File: src/rtl/rr_mux_arbiter_pkg.sv
// Shared constants and the rotating-priority search used by the round-robin arbiter.
// Latency: n/a (declarations and a pure combinational helper).
// Backpressure: n/a.
package rr_mux_arbiter_pkg;

  localparam int N_REQ  = 4;
  localparam int SEL_W  = 2;
  localparam int HOLD_W = 8;

  localparam logic [0:0] ST_IDLE  = 1'b0;
  localparam logic [0:0] ST_GRANT = 1'b1;

  // First set bit at or above ptr, wrapping 3 -> 0. Descending scan so the
  // smallest rotational offset is the last (winning) assignment.
  function automatic logic [SEL_W-1:0] rr_pick(input logic [N_REQ-1:0] req,
                                               input logic [SEL_W-1:0] ptr);
    logic [SEL_W-1:0] idx;
    rr_pick = ptr;
    for (int k = N_REQ - 1; k >= 0; k--) begin
      idx = ptr + SEL_W'(k);
      if (req[idx]) rr_pick = idx;
    end
  endfunction

endpackage

File: src/rtl/rr_mux_arbiter_if.sv
// Request/grant/data bundle between requesters (master) and the arbiter (slave).
// Latency: n/a (wiring only).
// Backpressure: none; requesters hold req until they see their grant and release.
interface rr_mux_arbiter_if
  import rr_mux_arbiter_pkg::*;
#(
  parameter int WIDTH = 4
) ();

  logic [N_REQ-1:0] req;
  logic [WIDTH-1:0] in0;
  logic [WIDTH-1:0] in1;
  logic [WIDTH-1:0] in2;
  logic [WIDTH-1:0] in3;
  logic [N_REQ-1:0] gnt;
  logic [SEL_W-1:0] sel;
  logic             busy;
  logic [WIDTH-1:0] out;
  logic             out_valid;

  modport master (
    output req, in0, in1, in2, in3,
    input  gnt, sel, busy, out, out_valid
  );

  modport slave (
    input  req, in0, in1, in2, in3,
    output gnt, sel, busy, out, out_valid
  );

endinterface

File: src/rtl/rr_mux_arbiter_mux.sv
// Parameterised 4:1 data multiplexer (MuxParam).
// Latency: combinational.
// Backpressure: none.
module MuxParam #(
  parameter int WIDTH = 4
) (
  input  logic [WIDTH-1:0] d0_i,
  input  logic [WIDTH-1:0] d1_i,
  input  logic [WIDTH-1:0] d2_i,
  input  logic [WIDTH-1:0] d3_i,
  input  logic [1:0]       s_i,
  output logic [WIDTH-1:0] y_o
);

  // Route the selected lane straight through.
  always_comb begin
    y_o = d0_i;
    case (s_i)
      2'd0:    y_o = d0_i;
      2'd1:    y_o = d1_i;
      2'd2:    y_o = d2_i;
      default: y_o = d3_i;
    endcase
  end

endmodule

File: src/rtl/rr_mux_arbiter.sv
// Four-way round-robin arbiter with bounded hold time and a registered data mux.
// Latency: grant one cycle after request seen in IDLE; out/out_valid one cycle after gnt.
// Backpressure: owner keeps grant while req holds, up to MAX_HOLD cycles; one IDLE cycle between owners.
module rr_mux_arbiter
  import rr_mux_arbiter_pkg::*;
#(
  parameter int WIDTH    = 4,
  parameter int MAX_HOLD = 8
) (
  input  logic            clk,
  input  logic            rst_n,
  rr_mux_arbiter_if.slave bus
);

  logic [0:0]       state_q, state_d;
  logic [N_REQ-1:0] gnt_q, gnt_d;
  logic [SEL_W-1:0] sel_q, sel_d;
  logic [SEL_W-1:0] ptr_q, ptr_d;
  logic [HOLD_W-1:0] hold_q, hold_d;
  logic             busy_q, busy_d;
  logic [WIDTH-1:0] out_q, out_d;
  logic             out_valid_q, out_valid_d;
  logic [SEL_W-1:0] pick;
  logic [WIDTH-1:0] mux_y;

  MuxParam #(.WIDTH(WIDTH)) u_mux (
    .d0_i (bus.in0),
    .d1_i (bus.in1),
    .d2_i (bus.in2),
    .d3_i (bus.in3),
    .s_i  (sel_q),
    .y_o  (mux_y)
  );

  assign pick = rr_pick(bus.req, ptr_q);

  // Arbitration FSM: pick a winner from IDLE, hold it in GRANT until release or hold limit.
  always_comb begin
    state_d     = state_q;
    gnt_d       = gnt_q;
    sel_d       = sel_q;
    ptr_d       = ptr_q;
    hold_d      = hold_q;
    out_d       = out_q;
    out_valid_d = 1'b0;

    if (state_q == ST_IDLE) begin
      gnt_d = '0;
      if (|bus.req) begin
        state_d = ST_GRANT;
        gnt_d   = N_REQ'(1) << pick;
        sel_d   = pick;
        ptr_d   = pick + SEL_W'(1);
        hold_d  = HOLD_W'(1);
      end
    end else begin
      // Data path follows the owner one cycle behind the grant.
      out_d       = mux_y;
      out_valid_d = 1'b1;
      if (bus.req[sel_q] && (hold_q < HOLD_W'(MAX_HOLD))) begin
        hold_d = hold_q + HOLD_W'(1);
      end else begin
        state_d = ST_IDLE;
        gnt_d   = '0;
        hold_d  = '0;
      end
    end

    busy_d = (state_d == ST_GRANT);
  end

  // State and output registers; reset drops any grant in flight immediately.
  always_ff @(posedge clk) begin
    if (!rst_n) begin
      state_q     <= ST_IDLE;
      gnt_q       <= '0;
      sel_q       <= '0;
      ptr_q       <= '0;
      hold_q      <= '0;
      busy_q      <= 1'b0;
      out_q       <= '0;
      out_valid_q <= 1'b0;
    end else begin
      state_q     <= state_d;
      gnt_q       <= gnt_d;
      sel_q       <= sel_d;
      ptr_q       <= ptr_d;
      hold_q      <= hold_d;
      busy_q      <= busy_d;
      out_q       <= out_d;
      out_valid_q <= out_valid_d;
    end
  end

  assign bus.gnt       = gnt_q;
  assign bus.sel       = sel_q;
  assign bus.busy      = busy_q;
  assign bus.out       = out_q;
  assign bus.out_valid = out_valid_q;

endmodule

File: src/flat_wrapper.sv
// flat-port wrapper written by rule: the top's interface ports become plain ports
module rr_mux_arbiter_flat import rr_mux_arbiter_pkg::*;
#(
  parameter int WIDTH    = 4,
  parameter int MAX_HOLD = 8
)
  (clk, rst_n, bus_req, bus_in0, bus_in1, bus_in2, bus_in3, bus_gnt, bus_sel, bus_busy, bus_out, bus_out_valid);
  rr_mux_arbiter_if #(.WIDTH(WIDTH)) bus_i ();
  input  logic clk;
  input  logic rst_n;
  input wire logic [$bits(bus_i.req)-1:0] bus_req;
  input wire logic [$bits(bus_i.in0)-1:0] bus_in0;
  input wire logic [$bits(bus_i.in1)-1:0] bus_in1;
  input wire logic [$bits(bus_i.in2)-1:0] bus_in2;
  input wire logic [$bits(bus_i.in3)-1:0] bus_in3;
  output wire logic [$bits(bus_i.gnt)-1:0] bus_gnt;
  output wire logic [$bits(bus_i.sel)-1:0] bus_sel;
  output wire logic [$bits(bus_i.busy)-1:0] bus_busy;
  output wire logic [$bits(bus_i.out)-1:0] bus_out;
  output wire logic [$bits(bus_i.out_valid)-1:0] bus_out_valid;
  assign bus_i.req = bus_req;
  assign bus_i.in0 = bus_in0;
  assign bus_i.in1 = bus_in1;
  assign bus_i.in2 = bus_in2;
  assign bus_i.in3 = bus_in3;
  assign bus_gnt = bus_i.gnt;
  assign bus_sel = bus_i.sel;
  assign bus_busy = bus_i.busy;
  assign bus_out = bus_i.out;
  assign bus_out_valid = bus_i.out_valid;
  rr_mux_arbiter #(.WIDTH(WIDTH), .MAX_HOLD(MAX_HOLD)) u_core (.clk(clk), .rst_n(rst_n), .bus(bus_i));
endmodule
File: config.mk
export PLATFORM = sky130hd
export DESIGN_NAME = rr_mux_arbiter_flat
export DESIGN_NICKNAME = d
export VERILOG_FILES = /design/src/rtl/rr_mux_arbiter_pkg.sv /design/src/rtl/rr_mux_arbiter_if.sv /design/src/rtl/rr_mux_arbiter_mux.sv /design/src/rtl/rr_mux_arbiter.sv /design/src/flat_wrapper.sv
export SDC_FILE = /design/constraint.sdc
export NUM_CORES = 1
export LEC_CHECK = 0
export ABC_AREA = 1
export ABC_CLOCK_PERIOD_IN_PS = 3200
export CAP_MARGIN = 20
export CORE_ASPECT_RATIO = 1.4
export CORE_UTILIZATION = 50
export DETAILED_ROUTE_END_ITERATION = 7
export PLACE_DENSITY = 0.91
export SETUP_SLACK_MARGIN = 0.02
export SYNTH_ARGS = -nofsm -noshare
export SYNTH_HDL_FRONTEND = slang
export SYNTH_HIERARCHICAL = 1
export SYNTH_SLANG_ARGS = --single-unit
File: constraint.sdc
create_clock -name clk -period 3.2 [get_ports clk]
set_clock_uncertainty 0.15 [all_clocks]
set_input_delay 0.96 -clock clk [delete_from_list [all_inputs] [get_ports clk]]
set_output_delay 0.96 -clock clk [all_outputs]
set_load 0.01 [all_outputs]
After elaboration in Yosys (flattened, before gate mapping). Cells that the tools add are included.

Register bits after elaboration: 22. Output and inout bits: 12. Logic and storage cells: 53.

$add $sub $neg: 5. Magnitude comparators: 6. Equality and inequality tests: 3. Shift operators: 1. Multiplexer cells: 25. Bitwise operators: 1. Reductions and logical operators: 5.

Operators with widths (count): $mux 8 (3); $lt 2x3->1 const B (5); $mux 4 (3); $pmux 4 s3 (1); $bmux 1 s2 (5); $mux 1 (9); $add 8x1->8 const B (1); $lt 8x4->1 const B (1); $mux 2 (4); $add 2x1->2 const B (2); $add 2x2->2 const B (2); $reduce_or 4->1 (1); $shl 1x2->4 const A (1); $eq 2x1->1 const B (1); $eq 2x2->1 const B (1); $logic_not 2->1 (1); $ne 2x2->1 const B (1); $reduce_and 2->1 (1); $reduce_bool 2->1 (1); $logic_and 1x1->1 (1); $not 1->1 (1).

Longest topological paths before layout.
Word-level depth: 10. Depth in mapped cells: 14.

By module. The synthesis kept the hierarchy.

By module, submodules not included: rr_mux_arbiter (instances 1, cells an instance 158, area an instance 1062.3 µm², sequential area each 440.4 µm²); MuxParam (instances 1, cells an instance 25, area an instance 141.4 µm², sequential area each 0.0 µm²).

Worst setup path before layout. No wires, ideal clock.

Path kind: input-to-reg. Start: input port bus_req[3]. End: register u_core.ptr_q[1]. Setup time: 109 ps. Arrival: 1786 ps. Required time: 2941 ps. Slack: 1155 ps. Stages: 13. Cell sequence: inv_1 o21ai_1 nand2_1 nand2_1 nand2_1 nand2_2 nand2_1 nand2_2 nand2_2 nand3_2 nand3_1 nand2_1 inv_1.

Word-level cells in the longest chain between the ends: 7.

RTL lines: start: declaration (line flat_wrapper.sv:11) `input wire logic [$bits(bus_i.req)-1:0] bus_req;`; $bmux 1 s2 (line rr_mux_arbiter_pkg.sv:21) `if (req[idx]) rr_pick = idx;`; $mux 1 (not written as such) (line rr_mux_arbiter_pkg.sv:21); $mux 2 (4 in a row) (line rr_mux_arbiter_pkg.sv:21); $add 2x1->2 (line rr_mux_arbiter.sv:53) `ptr_d = pick + SEL_W'(1);`; end signal: assignment (line rr_mux_arbiter.sv:87) `ptr_q <= ptr_d;`; end: declaration (line rr_mux_arbiter.sv:18) `logic [SEL_W-1:0] ptr_q, ptr_d;`.

Several ways; a longest one is shown, not always the timed one. The select of a mux whose other input is x is not followed. A chain may end at the register's enable or synchronous reset.

Final worst setup path.
Start: register u_core.sel_q[1] (netlist: u_core/bus.sel[1]). End: output port bus_sel[1].

RTL lines: start: declaration (line rr_mux_arbiter.sv:17) `logic [SEL_W-1:0] sel_q, sel_d;`; start signal: assignment (line rr_mux_arbiter.sv:86) `sel_q <= sel_d;`; end: declaration (line flat_wrapper.sv:17) `output wire logic [$bits(bus_i.sel)-1:0] bus_sel;`.

No word-level cell between the ends.

==> qor.txt <==
RUN STATUS
----------------------------------------------------------------------------------------
Result of the run ......................................................... finished, violations left
Violations in the final reports ...........................................          DRC

SETUP PATH
----------------------------------------------------------------------------------------
Data arrival time at the worst-slack endpoint .............................      1640 ps
Kind of critical path ..................................................... flip-flop to output port
Cells along the critical path ............................................. clkdlybuf4s50_1
Maximum fanout along the worst path .......................................           14
Type of origin of the critical path .......................................    flip-flop
Number of buffer and inverter stages on the critical path .................            1
Cell with the biggest individual delay on the critical path ...............      dfxtp_1
Kind of cell adding the most delay to the critical path ...................   flip-flops
Reg-to-reg startpoint ..................................................... u_core/ptr_q[0]$_SDFFE_PN0P_
Reg2Reg Setup Slack .......................................................      1180 ps
Delay of the slowest cell on the worst path ...............................       690 ps
Required time of the critical path ........................................      2090 ps
Depth of the most critical reg-to-reg path ................................           14
Endpoint of the worst register-to-register path ........................... u_core/ptr_q[1]$_SDFFE_PN0P_
Critical path capture point type ..........................................  output port

PLACED DESIGN
----------------------------------------------------------------------------------------
Number of input and output port buffers inserted ..........................           33
Total half-perimeter wirelength after legalization and detailed placement .      2280 um
Final RePlAce weighted congestion .........................................        0.836
Worst setup timing slack at the placement stage ...........................       476 ps

MIN PATH
----------------------------------------------------------------------------------------
Sink of the worst hold path ............................................... u_core/hold_q[6]$_SDFFE_PN0P_
Critical hold path startpoint ............................................. u_core/hold_q[6]$_SDFFE_PN0P_
Type of the tightest min-delay check ...................................... flip-flop to flip-flop
Worst hold path stage count ...............................................            2

GLOBAL ROUTING
----------------------------------------------------------------------------------------
Met2 track demand over resource in global routing .........................        46.8%
Most used routing layer in global routing .................................         met2
Pin count of the biggest net entering global routing ......................           16
GRT overflow ..............................................................            0
Number of antenna violations at the first check in global routing .........            0
Met1 GRT Util .............................................................        22.0%
Global-route total usage across every layer ...............................        23.1%
Number of global-route vias before repair .................................         1134
Met3 demand-to-capacity share in global routing ...........................        3.02%
Wire length of the first global-routing pass ..............................      4510 um

FINAL LAYOUT
----------------------------------------------------------------------------------------
Layout cell share with drive strength beyond 1 ............................        8.33%
Post-layout net count .....................................................          240
Growth of design area from synthesis to finish ............................        29.8%
Number of fill cells ......................................................          181
Utilization after layout ..................................................        70.2%
Number of inserted diodes .................................................            0

RUN
----------------------------------------------------------------------------------------
Maximum capacitance violations ............................................            0

CLOCKING
----------------------------------------------------------------------------------------
CTS buffer count ..........................................................            3
Sink count of the clock tree ..............................................           22
Clock Latency Late Sink ...................................................       300 ps
Clock transition at the registers of the reported paths ...................       110 ps
Quantity of hold-fixing buffers added after cts ...........................            0
Master cell of the clock root buffer ......................................     clkbuf_4
Number of levels the H-tree was split into ................................            1
Number of buffers on the longest clock path ...............................            2
Post-CTS setup buffer count ...............................................            0
CTS tree ..................................................................         done
Number of cells upsized or downsized after cts ............................            0

ROUTING
----------------------------------------------------------------------------------------
Avg Vias per Cell .........................................................         5.58
Number of remaining DRC errors ............................................           10
Detailed Routing Iterations Pass 1 ........................................            6
Starting DRC count in detailed routing ....................................           49
Routed wire per std cell ..................................................      12.4 um
Total detailed-routing wirelength .........................................      2960 um
Number of vias after detailed routing .....................................         1327
Antenna Violating Nets Remaining ..........................................            0

POWER AND IR DROP
----------------------------------------------------------------------------------------
Leakage dissipation .......................................................     0.678 nW
Power per cell area .......................................................   677 nW/um2
Worst IR Drop VDD .........................................................     0.573 mV

LOGIC SYNTHESIS
----------------------------------------------------------------------------------------
Library cell with the largest summed area after synthesis .................      dfxtp_1
Dominant synthesized flop cell ............................................      dfxtp_1
Top post-synthesis cells by count ......................................... nand2_1, dfxtp_1, inv_1, nand3_1, a21oi_1
Synthesis warning total ...................................................            6
Synth unique cells ........................................................           24
Sequential-to-total area share from yosys stat ............................        36.6%
Post-Syn Area per Cell ....................................................     6.58 um2
Synth Cell Area ...........................................................     1200 um2
Portion of synthesized cell area occupied by the leading cell type ........        36.6%
Area contributors post-synth .............................................. dfxtp_1, nand2_1, nand3_1
Total of flip-flops plus latches after synthesis ..........................           22
Most numerous cell in the Yosys netlist ...................................      nand2_1
Asr flop ratio synth ......................................................           0%
Gate count after technology mapping .......................................          183
Number of flops mapped to enable cells by yosys ...........................            0
Syn Nets ..................................................................          206

TIMING
----------------------------------------------------------------------------------------
Measured slew at the worst slew-check pin .................................       557 ps
Number of hold violations in the final report .............................            0
Minimum clock period after layout .........................................      2750 ps
Highest Clock Rate ........................................................      363 MHz
Setup total negative slack ................................................         0 ps
Count of final setup violators ............................................            0
RSZ-0062 raised after global routing ......................................        false
Max-slew violation count ..................................................            0
Max_slew headroom .........................................................        62.8%
Part of the cycle the worst path needs ....................................        86.1%
Post-route worst setup slack ..............................................       446 ps

FLOORPLAN
----------------------------------------------------------------------------------------
Floorplan die width .......................................................      43.5 um
Full die area .............................................................     2610 um2
Effective utilization at floorplan ........................................        54.0%
Die height ................................................................      60.1 um
Area inside the core boundary .............................................     2230 um2
Number of rows in the core area ...........................................           20
Top-level port count ......................................................           34

## worst max path at each step
stage	start	to	slack, ps	cells after the start
finish	u_core/bus.sel[1]$_SDFFE_PN0P_	bus_sel[1]	450	1
detailed placement	bus_req[3]	u_core/ptr_q[1]$_SDFFE_PN0P_	480	14
global route	u_core/bus.sel[1]$_SDFFE_PN0P_	bus_sel[1]	370	1
CTS	u_core/bus.sel[1]$_SDFFE_PN0P_	bus_sel[1]	430	1
floorplan	bus_req[3]	u_core/ptr_q[1]$_SDFFE_PN0P_	1160	13
global placement	bus_req[3]	u_core/ptr_q[1]$_SDFFE_PN0P_	530	14
## state kept, by name (all words and copies together) (netlist names)
register / count
u_core/hold_q: 8
u_core/bus.busy: 1
u_core/bus.out: 4
u_core/ptr_q: 2
u_core/bus.gnt: 4
u_core/bus.sel: 2
u_core/bus.out_valid: 1
## cell usage in the layout (no fill, tap or decap), types with 2 or more instances in the layout
master and count:
clkdlybuf4s50_1 33, nor3_1 4, nand3_1 19, clkbuf_4 3
inv_2 3, dfxtp_1 22, a21oi_1 13, nand2_2 4
inv_1 19, nand4_1 6, o21ai_0 10, o21ai_1 2
nand3_2 2, nor2_1 12, nand2_1 54
## power by group
group | total, mW | leakage (nW) | switching, mW | internal (mW)
Clock | 0.148 | 0.0210 | 0.0782 | 0.0694
Combinational | 0.530 | 0.477 | 0.310 | 0.220
Sequential | 0.380 | 0.180 | 0.0595 | 0.321
Total | 1.06 | 0.678 | 0.447 | 0.610
## final cells by class
type                            instances  area, um2  share of cell area, %
Clock buffer                            4       36.3                   2.32
Inverter                               22       82.6                   5.28
Multi-Input combinational cell        134        638                   40.8
Sequential cell                        22        440                   28.2
Tap cell                               22       27.5                   1.76
Timing Repair Buffer                   34        338                   21.6
## metrics by stage
stage          hold slack (ps)  cells  instance area [um2]  power (mW)
6_report                   301    238                 1560        1.06
5_1_grt                    326    238                 1560        1.14
4_1_cts                    309    238                 1560        1.06
3_5_place_dp               292    234                 1530       0.910
3_3_place_gp               284    234                 1530       0.884
2_1_floorplan              273    183                 1200       0.755
## layer usage
metal | vias to the layer above | routed length (um)
met5 | - | 0
met4 | 0 | 36
met3 | 4 | 232
met2 | 61 | 1570
met1 | 596 | 1110
li1 | 666 | -
## logic make-up (layout without fill, tap and decap cells)
logic type / after synthesis / count (layout) / share of synthesized area (%)
and+or+nand+nor: 105 / 105 / 39.5
DFF: 22 / 22 / 36.6
adders and majority gates: 1 / 1 / 1.04
AOI/OAI and AO/OA: 28 / 28 / 12.5
buffers and inverters: 27 / 60 / 10.4
(Power assumes the default switching activity.)
